`config.mk`:
```
export PLATFORM = sky130hd
export DESIGN_NAME = mem_load_store_unit_flat
export DESIGN_NICKNAME = d
export VERILOG_FILES = /design/src/rtl/mem_load_store_unit_if.sv /design/src/rtl/mem_load_store_unit.sv /design/src/flat_wrapper.sv
export SDC_FILE = /design/constraint.sdc
export NUM_CORES = 1
export LEC_CHECK = 0
export ABC_AREA = 1
export CAP_MARGIN = 20
export CELL_PAD_IN_SITES_DETAIL_PLACEMENT = 2
export CELL_PAD_IN_SITES_GLOBAL_PLACEMENT = 2
export CORE_UTILIZATION = 23
export CTS_BUF_LIST = sky130_fd_sc_hd__clkbuf_4 sky130_fd_sc_hd__clkbuf_8 sky130_fd_sc_hd__clkbuf_16
export DETAILED_ROUTE_END_ITERATION = 8
export GPL_ROUTABILITY_DRIVEN = 0
export GPL_TIMING_DRIVEN = 0
export PLACE_DENSITY_LB_ADDON = 0.1
export SLEW_MARGIN = 40
export SYNTH_ARGS = -nofsm -noshare
export SYNTH_HDL_FRONTEND = slang
export SYNTH_SLANG_ARGS = --single-unit
```
`constraint.sdc`:
```
create_clock -name Clk -period 4.6 [get_ports Clk]
set_input_delay 0.92 -clock Clk [delete_from_list [all_inputs] [get_ports Clk]]
set_output_delay 0.92 -clock Clk [all_outputs]
set_load 0.1 [all_outputs]
```
`src/rtl/mem_load_store_unit_if.sv`:
```
// MEM-stage bus: pipeline request/response signals plus the data-memory port.
// master = pipeline and memory side, slave = the load/store unit.
interface mem_load_store_unit_if;
  logic [31:0] ALU_Result_MEM;
  logic [31:0] Write_Data_MEM;
  logic        MemRead_MEM;
  logic        MemWrite_MEM;
  logic [1:0]  Mem_Size_MEM;
  logic        Mem_Unsigned_MEM;
  logic [31:0] Read_Data_MEM;
  logic        Stall_MEM;
  logic        Addr_Error_MEM;
  logic [31:0] Mem_Addr;
  logic        Mem_Read;
  logic        Mem_Write;
  logic [31:0] Mem_Write_Data;
  logic [31:0] Mem_Read_Data;

  modport master (
    output ALU_Result_MEM, Write_Data_MEM, MemRead_MEM, MemWrite_MEM,
           Mem_Size_MEM, Mem_Unsigned_MEM, Mem_Read_Data,
    input  Read_Data_MEM, Stall_MEM, Addr_Error_MEM, Mem_Addr,
           Mem_Read, Mem_Write, Mem_Write_Data
  );

  modport slave (
    input  ALU_Result_MEM, Write_Data_MEM, MemRead_MEM, MemWrite_MEM,
           Mem_Size_MEM, Mem_Unsigned_MEM, Mem_Read_Data,
    output Read_Data_MEM, Stall_MEM, Addr_Error_MEM, Mem_Addr,
           Mem_Read, Mem_Write, Mem_Write_Data
  );
endinterface

```
`src/rtl/mem_load_store_unit.sv`:
```
// MEM-stage load/store unit: lane extraction and extension for loads,
// single-cycle word stores and read-modify-write for byte/halfword stores.
module mem_load_store_unit #(
  parameter int unsigned DEPTH_WORDS = 1024
) (
  input logic                   Clk,
  input logic                   Reset,
  mem_load_store_unit_if.slave  bus
);

  localparam int unsigned XLEN = 32;

  typedef enum logic [1:0] {
    IDLE      = 2'd0,
    LOAD_HOLD = 2'd1,
    RMW_WRITE = 2'd2
  } state_t;

  state_t            r_state;
  state_t            w_next_state;
  logic [XLEN-1:0]   r_read_data;
  logic [XLEN-1:0]   r_merge_buf;

  logic [1:0]        w_off;
  logic [1:0]        w_size;
  logic [XLEN-1:0]   w_word_index;
  logic              w_req;
  logic              w_reject;
  logic [4:0]        w_byte_shift;
  logic [4:0]        w_half_shift;
  logic [7:0]        w_lane_byte;
  logic [15:0]       w_lane_half;
  logic [XLEN-1:0]   w_load_ext;
  logic [XLEN-1:0]   w_byte_mask;
  logic [XLEN-1:0]   w_half_mask;
  logic [XLEN-1:0]   w_merged;

  logic              w_mem_read;
  logic              w_mem_write;
  logic [XLEN-1:0]   w_mem_wdata;
  logic              w_stall;
  logic              w_addr_err;
  logic              w_merge_load;
  logic [XLEN-1:0]   w_rd_next;

  assign w_off        = bus.ALU_Result_MEM[1:0];
  assign w_size       = bus.Mem_Size_MEM;
  assign w_word_index = {2'b00, bus.ALU_Result_MEM[31:2]};
  assign w_req        = bus.MemRead_MEM | bus.MemWrite_MEM;

  // Access legality: conflicting request, illegal size, misalignment, range
  assign w_reject = (bus.MemRead_MEM & bus.MemWrite_MEM)
                  | (w_size == 2'b11)
                  | ((w_size == 2'b01) & w_off[0])
                  | ((w_size == 2'b10) & (w_off != 2'b00))
                  | (w_word_index >= XLEN'(DEPTH_WORDS));

  assign w_byte_shift = {w_off, 3'b000};
  assign w_half_shift = {w_off[1], 4'b0000};
  assign w_lane_byte  = 8'(bus.Mem_Read_Data >> w_byte_shift);
  assign w_lane_half  = 16'(bus.Mem_Read_Data >> w_half_shift);

  always_comb begin
    w_load_ext = bus.Mem_Read_Data;
    case (w_size)
      2'b00:   w_load_ext = bus.Mem_Unsigned_MEM ? {24'h0, w_lane_byte}
                                                 : {{24{w_lane_byte[7]}}, w_lane_byte};
      2'b01:   w_load_ext = bus.Mem_Unsigned_MEM ? {16'h0, w_lane_half}
                                                 : {{16{w_lane_half[15]}}, w_lane_half};
      default: w_load_ext = bus.Mem_Read_Data;
    endcase
  end

  // Replace the target lane of the captured word with the store data
  assign w_byte_mask = XLEN'(32'h0000_00FF) << w_byte_shift;
  assign w_half_mask = XLEN'(32'h0000_FFFF) << w_half_shift;

  always_comb begin
    w_merged = bus.Write_Data_MEM;
    if (w_size == 2'b00) begin
      w_merged = (r_merge_buf & ~w_byte_mask)
               | (XLEN'(bus.Write_Data_MEM[7:0]) << w_byte_shift);
    end else if (w_size == 2'b01) begin
      w_merged = (r_merge_buf & ~w_half_mask)
               | (XLEN'(bus.Write_Data_MEM[15:0]) << w_half_shift);
    end
  end

  always_comb begin
    w_next_state = r_state;
    w_mem_read   = 1'b0;
    w_mem_write  = 1'b0;
    w_mem_wdata  = '0;
    w_stall      = 1'b0;
    w_addr_err   = 1'b0;
    w_merge_load = 1'b0;
    w_rd_next    = r_read_data;

    case (r_state)
      IDLE: begin
        if (w_req) begin
          if (w_reject) begin
            w_addr_err = 1'b1;
            w_rd_next  = '0;
          end else if (bus.MemRead_MEM) begin
            w_mem_read   = 1'b1;
            w_stall      = 1'b1;
            w_rd_next    = w_load_ext;
            w_next_state = LOAD_HOLD;
          end else if (w_size == 2'b10) begin
            w_mem_write = 1'b1;
            w_mem_wdata = bus.Write_Data_MEM;
          end else begin
            w_mem_read   = 1'b1;
            w_stall      = 1'b1;
            w_merge_load = 1'b1;
            w_next_state = RMW_WRITE;
          end
        end
      end
      LOAD_HOLD: w_next_state = IDLE;
      RMW_WRITE: begin
        w_mem_write  = 1'b1;
        w_mem_wdata  = w_merged;
        w_next_state = IDLE;
      end
      default: w_next_state = IDLE;
    endcase

    // Reset suppresses every strobe, including a pending RMW write
    if (Reset) begin
      w_mem_read  = 1'b0;
      w_mem_write = 1'b0;
      w_stall     = 1'b0;
      w_addr_err  = 1'b0;
    end
  end

  always_ff @(posedge Clk) begin
    if (Reset) begin
      r_state     <= IDLE;
      r_read_data <= '0;
      r_merge_buf <= '0;
    end else begin
      r_state     <= w_next_state;
      r_read_data <= w_rd_next;
      if (w_merge_load) begin
        r_merge_buf <= bus.Mem_Read_Data;
      end
    end
  end

  assign bus.Read_Data_MEM  = r_read_data;
  assign bus.Stall_MEM      = w_stall;
  assign bus.Addr_Error_MEM = w_addr_err;
  assign bus.Mem_Addr       = w_word_index;
  assign bus.Mem_Read       = w_mem_read;
  assign bus.Mem_Write      = w_mem_write;
  assign bus.Mem_Write_Data = w_mem_wdata;

endmodule

```
`src/flat_wrapper.sv`:
```
// flat-port wrapper written by rule: the top's interface ports become plain ports
module mem_load_store_unit_flat 
#(
  parameter int unsigned DEPTH_WORDS = 1024
)
  (Clk, Reset, bus_ALU_Result_MEM, bus_Write_Data_MEM, bus_MemRead_MEM, bus_MemWrite_MEM, bus_Mem_Size_MEM, bus_Mem_Unsigned_MEM, bus_Mem_Read_Data, bus_Read_Data_MEM, bus_Stall_MEM, bus_Addr_Error_MEM, bus_Mem_Addr, bus_Mem_Read, bus_Mem_Write, bus_Mem_Write_Data);
  mem_load_store_unit_if bus_i ();
  input logic Clk;
  input logic Reset;
  input wire logic [$bits(bus_i.ALU_Result_MEM)-1:0] bus_ALU_Result_MEM;
  input wire logic [$bits(bus_i.Write_Data_MEM)-1:0] bus_Write_Data_MEM;
  input wire logic [$bits(bus_i.MemRead_MEM)-1:0] bus_MemRead_MEM;
  input wire logic [$bits(bus_i.MemWrite_MEM)-1:0] bus_MemWrite_MEM;
  input wire logic [$bits(bus_i.Mem_Size_MEM)-1:0] bus_Mem_Size_MEM;
  input wire logic [$bits(bus_i.Mem_Unsigned_MEM)-1:0] bus_Mem_Unsigned_MEM;
  input wire logic [$bits(bus_i.Mem_Read_Data)-1:0] bus_Mem_Read_Data;
  output wire logic [$bits(bus_i.Read_Data_MEM)-1:0] bus_Read_Data_MEM;
  output wire logic [$bits(bus_i.Stall_MEM)-1:0] bus_Stall_MEM;
  output wire logic [$bits(bus_i.Addr_Error_MEM)-1:0] bus_Addr_Error_MEM;
  output wire logic [$bits(bus_i.Mem_Addr)-1:0] bus_Mem_Addr;
  output wire logic [$bits(bus_i.Mem_Read)-1:0] bus_Mem_Read;
  output wire logic [$bits(bus_i.Mem_Write)-1:0] bus_Mem_Write;
  output wire logic [$bits(bus_i.Mem_Write_Data)-1:0] bus_Mem_Write_Data;
  assign bus_i.ALU_Result_MEM = bus_ALU_Result_MEM;
  assign bus_i.Write_Data_MEM = bus_Write_Data_MEM;
  assign bus_i.MemRead_MEM = bus_MemRead_MEM;
  assign bus_i.MemWrite_MEM = bus_MemWrite_MEM;
  assign bus_i.Mem_Size_MEM = bus_Mem_Size_MEM;
  assign bus_i.Mem_Unsigned_MEM = bus_Mem_Unsigned_MEM;
  assign bus_i.Mem_Read_Data = bus_Mem_Read_Data;
  assign bus_Read_Data_MEM = bus_i.Read_Data_MEM;
  assign bus_Stall_MEM = bus_i.Stall_MEM;
  assign bus_Addr_Error_MEM = bus_i.Addr_Error_MEM;
  assign bus_Mem_Addr = bus_i.Mem_Addr;
  assign bus_Mem_Read = bus_i.Mem_Read;
  assign bus_Mem_Write = bus_i.Mem_Write;
  assign bus_Mem_Write_Data = bus_i.Mem_Write_Data;
  mem_load_store_unit #(.DEPTH_WORDS(DEPTH_WORDS)) u_core (.Clk(Clk), .Reset(Reset), .bus(bus_i));
endmodule
```
==> results of run 1 <==
## sequential cells by signal, summed over array words and instances, names as in the netlist
signal,flops
u_core.bus.Read_Data_MEM,32
u_core.r_merge_buf,32
u_core.r_state,2
## path summary, 6_finish.rpt
kind	depth (start not counted)	from	slack, ns	end
setup reg to reg	8	u_core.r_state[0]$_SDFFE_PP0P_	2.53	u_core.bus.Read_Data_MEM[24]$_SDFFE_PP0P_
hold reg to reg	2	u_core.bus.Read_Data_MEM[6]$_SDFFE_PP0P_	0.46	u_core.bus.Read_Data_MEM[6]$_SDFFE_PP0P_
hold / removal	2	u_core.bus.Read_Data_MEM[6]$_SDFFE_PP0P_	0.46	u_core.bus.Read_Data_MEM[6]$_SDFFE_PP0P_
setup / recovery	10	bus_Mem_Size_MEM[0]	0.15	bus_Mem_Write_Data[0]
## logic make-up after synthesis
kind of cell | share of synthesized area, %
simple gates | 34.52
compound gates | 21.78
buf+inv | 16.56
flops | 27.06
other cells | 0.07681
## worst min-delay path, stage by stage (launching register included)
cell     delay, ns
dfxtp_1       0.30
nand2_1       0.06
a21oi_1       0.05
## power breakdown
group / internal, uW / total (uW) / switching [uW]
sequential: 571 / 571 / 0.0000418
clock: 426 / 712 / 285
combinational: 136 / 425 / 290
total: 1130 / 1710 / 575
## layer usage
metal	up-vias	routed length, um	track usage, %
li1	3058	-	-
met2	177	11580	38.68
met3	24	1496	3.920
met4	0	323	4.794
met5	-	0	0
met1	3091	11540	30.88
## layout by cell type (no fill, tap or decap), drive strengths merged, types with 32 or more instances in the layout
cell type      instances
nand3                 32
a21oi                 58
buf                  142
dfxtp                 66
clkbuf                53
nor2                 152
o21ai                 73
nand2                167
inv                   89
clkdlybuf4s50         89
## area by class of cell
cell class                 count  area (um2)
inverter                      89       334.1
timing repair buffer         187        1456
buffer                        87       478.0
fill                        2587       13500
tap                          270       337.8
sequential                    66        1321
clock buffer                  10       232.7
clock inverter                 6       67.56
multi-input combinational    584        2764
## repair_timing
item,in CTS,in global routing
cloned,0,0
resized for setup,20,18
endpoints found under the setup margin,18,26
## metrics by stage
stage / hold WS (ns) / setup TNS [ns]
6_report: 0.4636 / 0
3_3_place_gp: 0.4571 / -23.12
3_5_place_dp: 0.4582 / -0.5532
5_1_grt: 0.4848 / 0
2_1_floorplan: 0.4888 / -5.365
4_1_cts: 0.4653 / 0
==> flow_summary.toml, run 1 <==
[timing]
final_max_slew_viol_count = 0
clock_skew_ns = 0.008727
max_freq_mhz = 224.6
maxSlewHeadroom_pct = 50.02
min_period_ns = 4.453
worstMarginPinSlew_ns = 0.7498
finalHoldViolations = 0
min_period_over_period_pct = 96.81
fin_ws_ns = 0.1469
setup_viol = 0
rsz0062_at_grt = "no"

[clocking]
clk_pin_slew_ns = 0.05
post-cts-setup-buffers = 0
insertion_delay_ns = 0.35
clockBufferDepth = 2
cts_tree = "built"
clkSinkCount = 66
root_buffer = "clkbuf_16"
htree_num_levels = 3
holdBufCountCts = 0
cts_buffers = 9

[die]
die_w_um = 147.7
dieArea_um2 = 21810
num_rows = 52
fp.dieH_um = 147.7
start_util_pct = 23.82
core-area_um2 = 20490
io_pins = 203

[routing]
route.detailed.drc = 0
drt_first_iter_violations = 244
wl_um = 24940
dr.pass1.iters = 4
wl_per_cell_um = 19.20
vias_per_cell = 4.888
ant_nets = 0
dr_total_vias = 6350

[cells_and_area]
area_growth_pct = 43.21
fin_nets = 1127
layoutNonFillerInstCount = 1299
diodes = 0
utilization_pct = 34.11
drive_gt1_share_pct = 18.95
finalInstanceArea_um2 = 6992

[logic_synthesis]
synth_top_cell_by_area = "dfxtp_1"
synthMostInstantiatedCell = "nand2_1"
synth_seq_cells = 66
synth_commonest_cells = "nand2_1, nor2_1, inv_1"
synth_cells = 825
yosysTopAreaCellShare_pct = 27.06
ys.flop_type = "dfxtp_1"
synth_edf_count = 0
yosys-top-cells-area = "dfxtp_1, nand2_1, nor2_1, inv_1, o21ai_0"
async_flop_share_pct = 0
synth-seq-area-share_pct = 27.06
synth_cell_type_count = 31
syn_avg_cell_area_um2 = 5.918
netlist_area_um2 = 4882
synth_warnings = 0

[worst_setup_path]
cp-start-kind = "input pin"
worstPathMaxFanout = 10
cp.arrival_ns = 3.53
crit_type = "in2out"
critPathBufInv = 3
endpoint_kind = "primary output"
crit_chain = "clkdlybuf4s50_1, nor2_4, nor2_1, nor2_1, nand2_1, nor2_4, nand3_1, buf_2, o22ai_1, buf_4"
slowest_delay_ns = 0.57
cpLargestDelayFamily = "buffers and inverters"
crit_required_ns = 3.68
slowest_stage = "clkdlybuf4s50_1"

[placement]
dp_hpwl_um = 20130
dp_slack_ns = -0.1438
place_inst = 1283
portBuffers = 187
placed_cell_area_um2 = 6610

[global_routing]
grt_max_degree = 13
grt_pass1_wl_um = 37780
antenna_found_initial = 0
grt_overflow = 0
grt.total_usage_pct = 23.06
first_global_vias = 6622

[job]
drv_cap = 0

[power_and_ir_drop]
vdd_drop_max_v = 0.0001642
cellPowerDensity_nw_per_um2 = 244.4
p_leak_uw = 0.003250
fin_total_pwr_uw = 1709

[hold_path]
hp-class = "reg2reg"

[run_status]
status = "completed"
(Power assumes the default switching activity.)
==> run 2: changes to the inputs <==
--- a/config.mk
+++ b/config.mk
@@ -15,6 +15,7 @@
 export GPL_ROUTABILITY_DRIVEN = 0
 export GPL_TIMING_DRIVEN = 0
 export PLACE_DENSITY_LB_ADDON = 0.1
+export RECOVER_POWER = 25
 export SLEW_MARGIN = 40
 export SYNTH_ARGS = -nofsm -noshare
 export SYNTH_HDL_FRONTEND = slang
==> run 2 against run 1 <==
Utilization decreased by 0.24 points. Critical endpoint unchanged. Die area stayed put. Total power hardly changed. Maximum frequency about the same. First-iteration DRC count increased by 11%. Setup slack gained 0.0028 ns. Highest routed layer unchanged. Count of clock-buffer cells in the layout unchanged. Combinational power about the same. Global-route usage is the same. Sequential cell count unchanged. Final cell count is the same.
==> flow_summary.toml, run 2 (synthesis gave the netlist of run 1 again) <==
[run_status]
status = "completed"

[worst_setup_path]
rrSetupSlack_ns = 2.53
critPathBufInv = 3
crit_type = "in2out"
slowest_stage = "clkdlybuf4s50_1"
r2r_start = "u_core.r_state[0]$_SDFFE_PP0P_"
endpoint_kind = "primary output"
worstPathMaxFanout = 10
slowest_delay_ns = 0.58
crit_chain = "clkdlybuf4s50_1, nor2_4, nor2_1, nor2_1, nand2_1, nor2_4, nand3_1, buf_2, o22ai_1, buf_4"
cp.arrival_ns = 3.53
cpLargestDelayFamily = "buffers and inverters"
cp-start-kind = "input pin"
rr_worst_depth = 8
crit_cells = 10
crit_required_ns = 3.68
r2r-end = "u_core.bus.Read_Data_MEM[24]$_SDFFE_PP0P_"

[cells_and_area]
fill_cells = 2598
final-seq-area_um2 = 1321
multiInputGateArea_um2 = 2764
final_common_cell = "nand2_1"
diodes = 0
area_growth_pct = 42.18
drive_gt1_share_pct = 15.06
utilization_pct = 33.87
fin_nets = 1127
finalInstanceArea_um2 = 6942
final_cell_mix = "nand2_1, nor2_1, clkdlybuf4s50_1"

[routing]
drt_first_iter_violations = 270
ant_nets = 0
wl_um = 24990
route.detailed.drc = 0
dr.pass1.iters = 4
wl_per_cell_um = 19.24
dr_total_vias = 6324
vias_per_cell = 4.868

[placement]
dp_hpwl_um = 20130
dp_slack_ns = -0.1438
placed_cell_area_um2 = 6610
portBuffers = 187

[timing]
final_max_slew_viol_count = 0
clock_skew_ns = 0.007603
fin_ws_ns = 0.1497
setup_viol = 0
max_freq_mhz = 224.7
rsz0062_at_grt = "no"
finalHoldViolations = 0
min_period_over_period_pct = 96.75
maxSlewHeadroom_pct = 21.45
min_period_ns = 4.450
worstMarginPinSlew_ns = 1.183

[hold_path]
hold_start = "u_core.bus.Read_Data_MEM[0]$_SDFFE_PP0P_"
holdPathStages = 2
hp-class = "reg2reg"
holdPathEnd = "u_core.bus.Read_Data_MEM[0]$_SDFFE_PP0P_"

[die]
dieArea_um2 = 21810
num_rows = 52
start_util_pct = 23.82
io_pins = 203
fp.dieH_um = 147.7
core-area_um2 = 20490
die_w_um = 147.7

[global_routing]
first_global_vias = 6622
grt.total_usage_pct = 23.06
grt-busiest-layer = "met2"
grt_max_degree = 13
grt_pass1_wl_um = 37780
antenna_found_initial = 0
grt_overflow = 0
grt_use_met2_pct = 38.68
met1_usage_pct = 30.88
met3_usage_pct = 3.920

[power_and_ir_drop]
p_leak_uw = 0.003087
cellPowerDensity_nw_per_um2 = 246.1
fin_total_pwr_uw = 1709
vdd_drop_max_v = 0.0001640

[clocking]
cts_buffers = 9
htree_num_levels = 3
clockBufferDepth = 2
clk_pin_slew_ns = 0.05
post-cts-setup-buffers = 0
clkSinkCount = 66
insertion_delay_ns = 0.35
cts_tree = "built"
root_buffer = "clkbuf_16"
holdBufCountCts = 0

[job]
drv_cap = 0
[run 2: cell count changes in the layout (fill, tap and decap cells not counted), sizes merged]
cell    delta
buf       -40
clkbuf    +40
[run 2: worst max path at each step]
| stage | from | to | slack (ns) |
|---|---|---|---|
| 2_1_floorplan | bus_ALU_Result_MEM[0] | bus_Mem_Write_Data[15] | -0.33 |
| 3_3_place_gp | bus_Mem_Size_MEM[0] | bus_Mem_Write_Data[0] | -0.86 |
| 3_5_place_dp | bus_Mem_Size_MEM[0] | bus_Mem_Write_Data[0] | -0.14 |
| 4_1_cts | bus_Mem_Size_MEM[0] | bus_Mem_Write_Data[6] | 0.002 |
| 5_1_grt | bus_Mem_Size_MEM[0] | bus_Mem_Write_Data[20] | 0.009 |
| 6_report | bus_Mem_Size_MEM[0] | bus_Mem_Write_Data[0] | 0.15 |
[run 2: layer usage]
| metal | vias up | share of wire (%) |
|---|---|---|
| li1 | 3056 | - |
| met1 | 3076 | 47 |
| met2 | 168 | 46 |
| met5 | - | 0 |
| met4 | 0 | 1.3 |
| met3 | 24 | 5.6 |
[run 2: worst register-to-register path, cell delays in order, from the launching register on]
cell      delay [ns]
dfxtp_1         0.35
nor2_1          0.15
o21ai_1         0.11
inv_1           0.10
clkbuf_1        0.37
clkbuf_1        0.49
a21boi_0        0.19
nor2_1          0.14
nor2_1          0.04
[run 2: repair_timing]
item | in CTS | in global routing
hold endpoints to repair | 0 | 0
endpoints found under the setup margin | 18 | 26
gates resized for setup | 20 | 18
pin swaps | 0 | 0
[run 2: cell type report]
class	count	share of cell area, %
inverter	89	4.813
clock inverter	6	0.9733
buffer	87	6.885
sequential	66	19.03
timing repair buffer	187	20.26
multi-input combinational	584	39.82
tap	270	4.867
clock buffer	10	3.353
[run 2: through the flow]
stage / hold slack [ns] / instances / setup TNS (ns)
floorplan: 0.4888 / 826 / -5.365
global placement: 0.4571 / 1283 / -23.12
detailed placement: 0.4582 / 1283 / -0.5532
CTS: 0.4653 / 1299 / 0
global route: 0.4879 / 1299 / 0
finish: 0.4648 / 1299 / 0
[run 2: where the power goes]
part	switching (uW)	internal [uW]	leakage (uW)
Combinational	290	135	0.00241
Clock	286	426	0.000142
Sequential	0.0000423	571	0.000531
Total	576	1130	0.00309
==> run 3: changes to the inputs <==
--- a/config.mk
+++ b/config.mk
@@ -5,11 +5,11 @@
 export SDC_FILE = /design/constraint.sdc
 export NUM_CORES = 1
 export LEC_CHECK = 0
-export ABC_AREA = 1
 export CAP_MARGIN = 20
 export CELL_PAD_IN_SITES_DETAIL_PLACEMENT = 2
 export CELL_PAD_IN_SITES_GLOBAL_PLACEMENT = 2
-export CORE_UTILIZATION = 23
+export CORE_MARGIN = 2
+export CORE_UTILIZATION = 24
 export CTS_BUF_LIST = sky130_fd_sc_hd__clkbuf_4 sky130_fd_sc_hd__clkbuf_8 sky130_fd_sc_hd__clkbuf_16
 export DETAILED_ROUTE_END_ITERATION = 8
 export GPL_ROUTABILITY_DRIVEN = 0
@@ -20,3 +20,4 @@
 export SYNTH_ARGS = -nofsm -noshare
 export SYNTH_HDL_FRONTEND = slang
 export SYNTH_SLANG_ARGS = --single-unit
+export TNS_END_PERCENT = 20
==> run 3 against run 2 <==
Hold slack gained 0.0029 ns. First-iteration DRC count shrank 40%. Global-route usage fell by 2.6 points. Cell area is 16% lower. Synthesized cell count shrank 47%. Clock power is essentially flat. Non-clock buffer count is 23 lower. Clock skew shrank 0.0014 ns. Setup slack improved by 0.061 ns. Utilization rose by 2.8 points. Sequential cell count unchanged. Critical endpoint is now bus_Mem_Write_Data[20].
==> flow_summary.toml, run 3 <==
[timing]
fin_hold_ws_ns = 0.4677
worstMarginPinSlew_ns = 1.215
finalHoldViolations = 0
min_period_over_period_pct = 95.43
fin_ws_ns = 0.2103
maxSlewHeadroom_pct = 19.38
finalSetupTns_ns = 0
setup_viol = 0
max_freq_mhz = 227.8
rsz0062_at_grt = "no"
min_period_ns = 4.390
final_max_slew_viol_count = 0
clock_skew_ns = 0.006207

[logic_synthesis]
synth_seq_cells = 66
syn_avg_cell_area_um2 = 8.944
synth-seq-area-share_pct = 33.73
synth_cells = 438
yosys-top-cells-area = "dfxtp_1, mux2i_1, nor2_1, o2bb2ai_1, buf_4"
yosysTopAreaCellShare_pct = 33.73
synth_top_cell_by_area = "dfxtp_1"
synth_cell_type_count = 43
synth_edf_count = 0
async_flop_share_pct = 0
synth_commonest_cells = "nor2_1, dfxtp_1, mux2i_1"
synthMostInstantiatedCell = "nor2_1"
ys.flop_type = "dfxtp_1"
netlist_area_um2 = 3918
synth_warnings = 0

[worst_setup_path]
crit_required_ns = 3.68
slowest_delay_ns = 0.45
critPathBufInv = 4
slowest_stage = "buf_2"
crit_chain = "clkdlybuf4s50_1, nor4_1, o211ai_2, nor4b_4, buf_4, a21o_1, clkbuf_1, o2bb2ai_1, buf_2"
rr_worst_depth = 7
worstPathMaxFanout = 8
cp.arrival_ns = 3.47
crit_type = "in2out"
crit_cells = 9
endpoint_kind = "primary output"
cp-start-kind = "input pin"
cpLargestDelayFamily = "buffers and inverters"

[clocking]
clk_pin_slew_ns = 0.06
cts_tree = "built"
holdBufCountCts = 0
clockBufferDepth = 2
insertion_delay_ns = 0.34
clkSinkCount = 66
cts_buffers = 9
root_buffer = "clkbuf_16"
htree_num_levels = 3

[placement]
dp_slack_ns = -0.2099
dp_hpwl_um = 14440
portBuffers = 184
place_inst = 839

[routing]
wl_per_cell_um = 20.78
route.detailed.drc = 0
ant_nets = 0
vias_per_cell = 4.876
wl_um = 17810
dr_total_vias = 4179
dr.pass1.iters = 4
drt_first_iter_violations = 162

[die]
io_pins = 203
die_w_um = 131.8
fp.dieH_um = 131.8
start_util_pct = 24.57
num_rows = 46
core-area_um2 = 15940
dieArea_um2 = 17360

[cells_and_area]
fill_cells = 1833
area_growth_pct = 49.31
utilization_pct = 36.69
final-seq-area_um2 = 1321
final_common_cell = "clkdlybuf4s50_1"
fin_nets = 739
layoutNonFillerInstCount = 857
final_cell_mix = "clkdlybuf4s50_1, nor2_1, dfxtp_1"
multiInputGateArea_um2 = 2190
diodes = 0
drive_gt1_share_pct = 22.78

[power_and_ir_drop]
power.internal_uw = 1151
vdd_drop_max_v = 0.0001432
cellPowerDensity_nw_per_um2 = 281.6
clock_power_share_pct = 43.4
seqPwrFrac_pct = 34.7
p_comb_share_pct = 21.9
switching_share_pct = 30.11
p_leak_uw = 0.002284
p_sw_uw = 495.9

[hold_path]
hp-class = "reg2reg"
holdPathStages = 1

[global_routing]
first_global_vias = 4529
grt_max_degree = 12
grt_overflow = 0
grt_pass1_wl_um = 27470
antenna_found_initial = 0
grt.total_usage_pct = 20.49

[run_status]
status = "completed"

[job]
drv_cap = 0
## run 3: changes by cell type after synthesis, moves of 45 or more
cell     before  now
nor2_1      148   76
inv_1        85    6
mux2i_1       0   48
nand2_1     164   24
o21ai_0      59   14
a21oi_1      58    4
## run 3: through the flow
step | total power, uW | instance area, um2
final | 1647 | 5849
after global routing | 1708 | 5849
after CTS | 1665 | 5892
after detailed placement | 945.4 | 5567
after global placement | 953.4 | 6048
after floorplan | 796.8 | 3936
## run 3: layer usage
layer	part of all wire [%]	vias to the layer above	track usage [%]
met2	48	142	35.25
met3	4.7	18	3.960
li1	-	1987	-
met1	45	2032	26.21
met4	1.5	0	5.616
met5	0	-	0
## run 3: path summary, 6_finish.rpt
path	endpoint	start	slack, ns
worst max register to register	u_core.bus.Read_Data_MEM[25]$_SDFFE_PP0P_	u_core.r_state[0]$_SDFFE_PP0P_	2.35
worst min-delay path	u_core.bus.Read_Data_MEM[19]$_SDFFE_PP0P_	u_core.bus.Read_Data_MEM[19]$_SDFFE_PP0P_	0.47
worst min register to register	u_core.bus.Read_Data_MEM[19]$_SDFFE_PP0P_	u_core.bus.Read_Data_MEM[19]$_SDFFE_PP0P_	0.47
worst max-delay path	bus_Mem_Write_Data[20]	bus_ALU_Result_MEM[17]	0.21
## run 3: cell type report
type                            count  share of cell area, %
Sequential cell                    66                  22.59
Clock inverter                      4                 0.8556
Buffer                             65                  7.123
Timing Repair Buffer              186                  22.55
Tap cell                          216                  4.620
Inverter                            6                 0.3850
Multi-Input combinational cell    302                  37.43
Clock buffer                       12                  4.449
## run 3: worst register-to-register path, cell delays in order (launching register included)
cell	delay [ns]
dfxtp_1	0.37
nor4_1	0.43
or4b_4	0.56
buf_6	0.17
or2_1	0.24
buf_6	0.14
buf_12	0.15
o2bb2ai_2	0.13
## run 3: power groups by stage
stage | combinational [uW] | clock, uW | sequential (uW)
3_3_place_gp | 369 | 0 | 584
2_1_floorplan | 213 | 0 | 584
3_5_place_dp | 361 | 0 | 584
4_1_cts | 362 | 731 | 572
6_report | 360 | 716 | 572
5_1_grt | 378 | 759 | 571
## run 3: logic make-up (layout without fill, tap and decap cells)
family	after synthesis	in the layout	synth area share [%]
AO/OA/AOI/OAI	111	111	24.40
multiplexers	50	50	13.41
other	1	2	0.09572
AND/OR/NAND/NOR	139	139	17.22
flip-flops	66	66	33.73
buffers and inverters	71	273	11.15
## run 3: what timing repair did
action | in CTS | in global routing
setup buffers | 2 | 0
pin swaps | 1 | 0
resized for setup | 0 | 6
setup endpoints to repair | 19 | 22
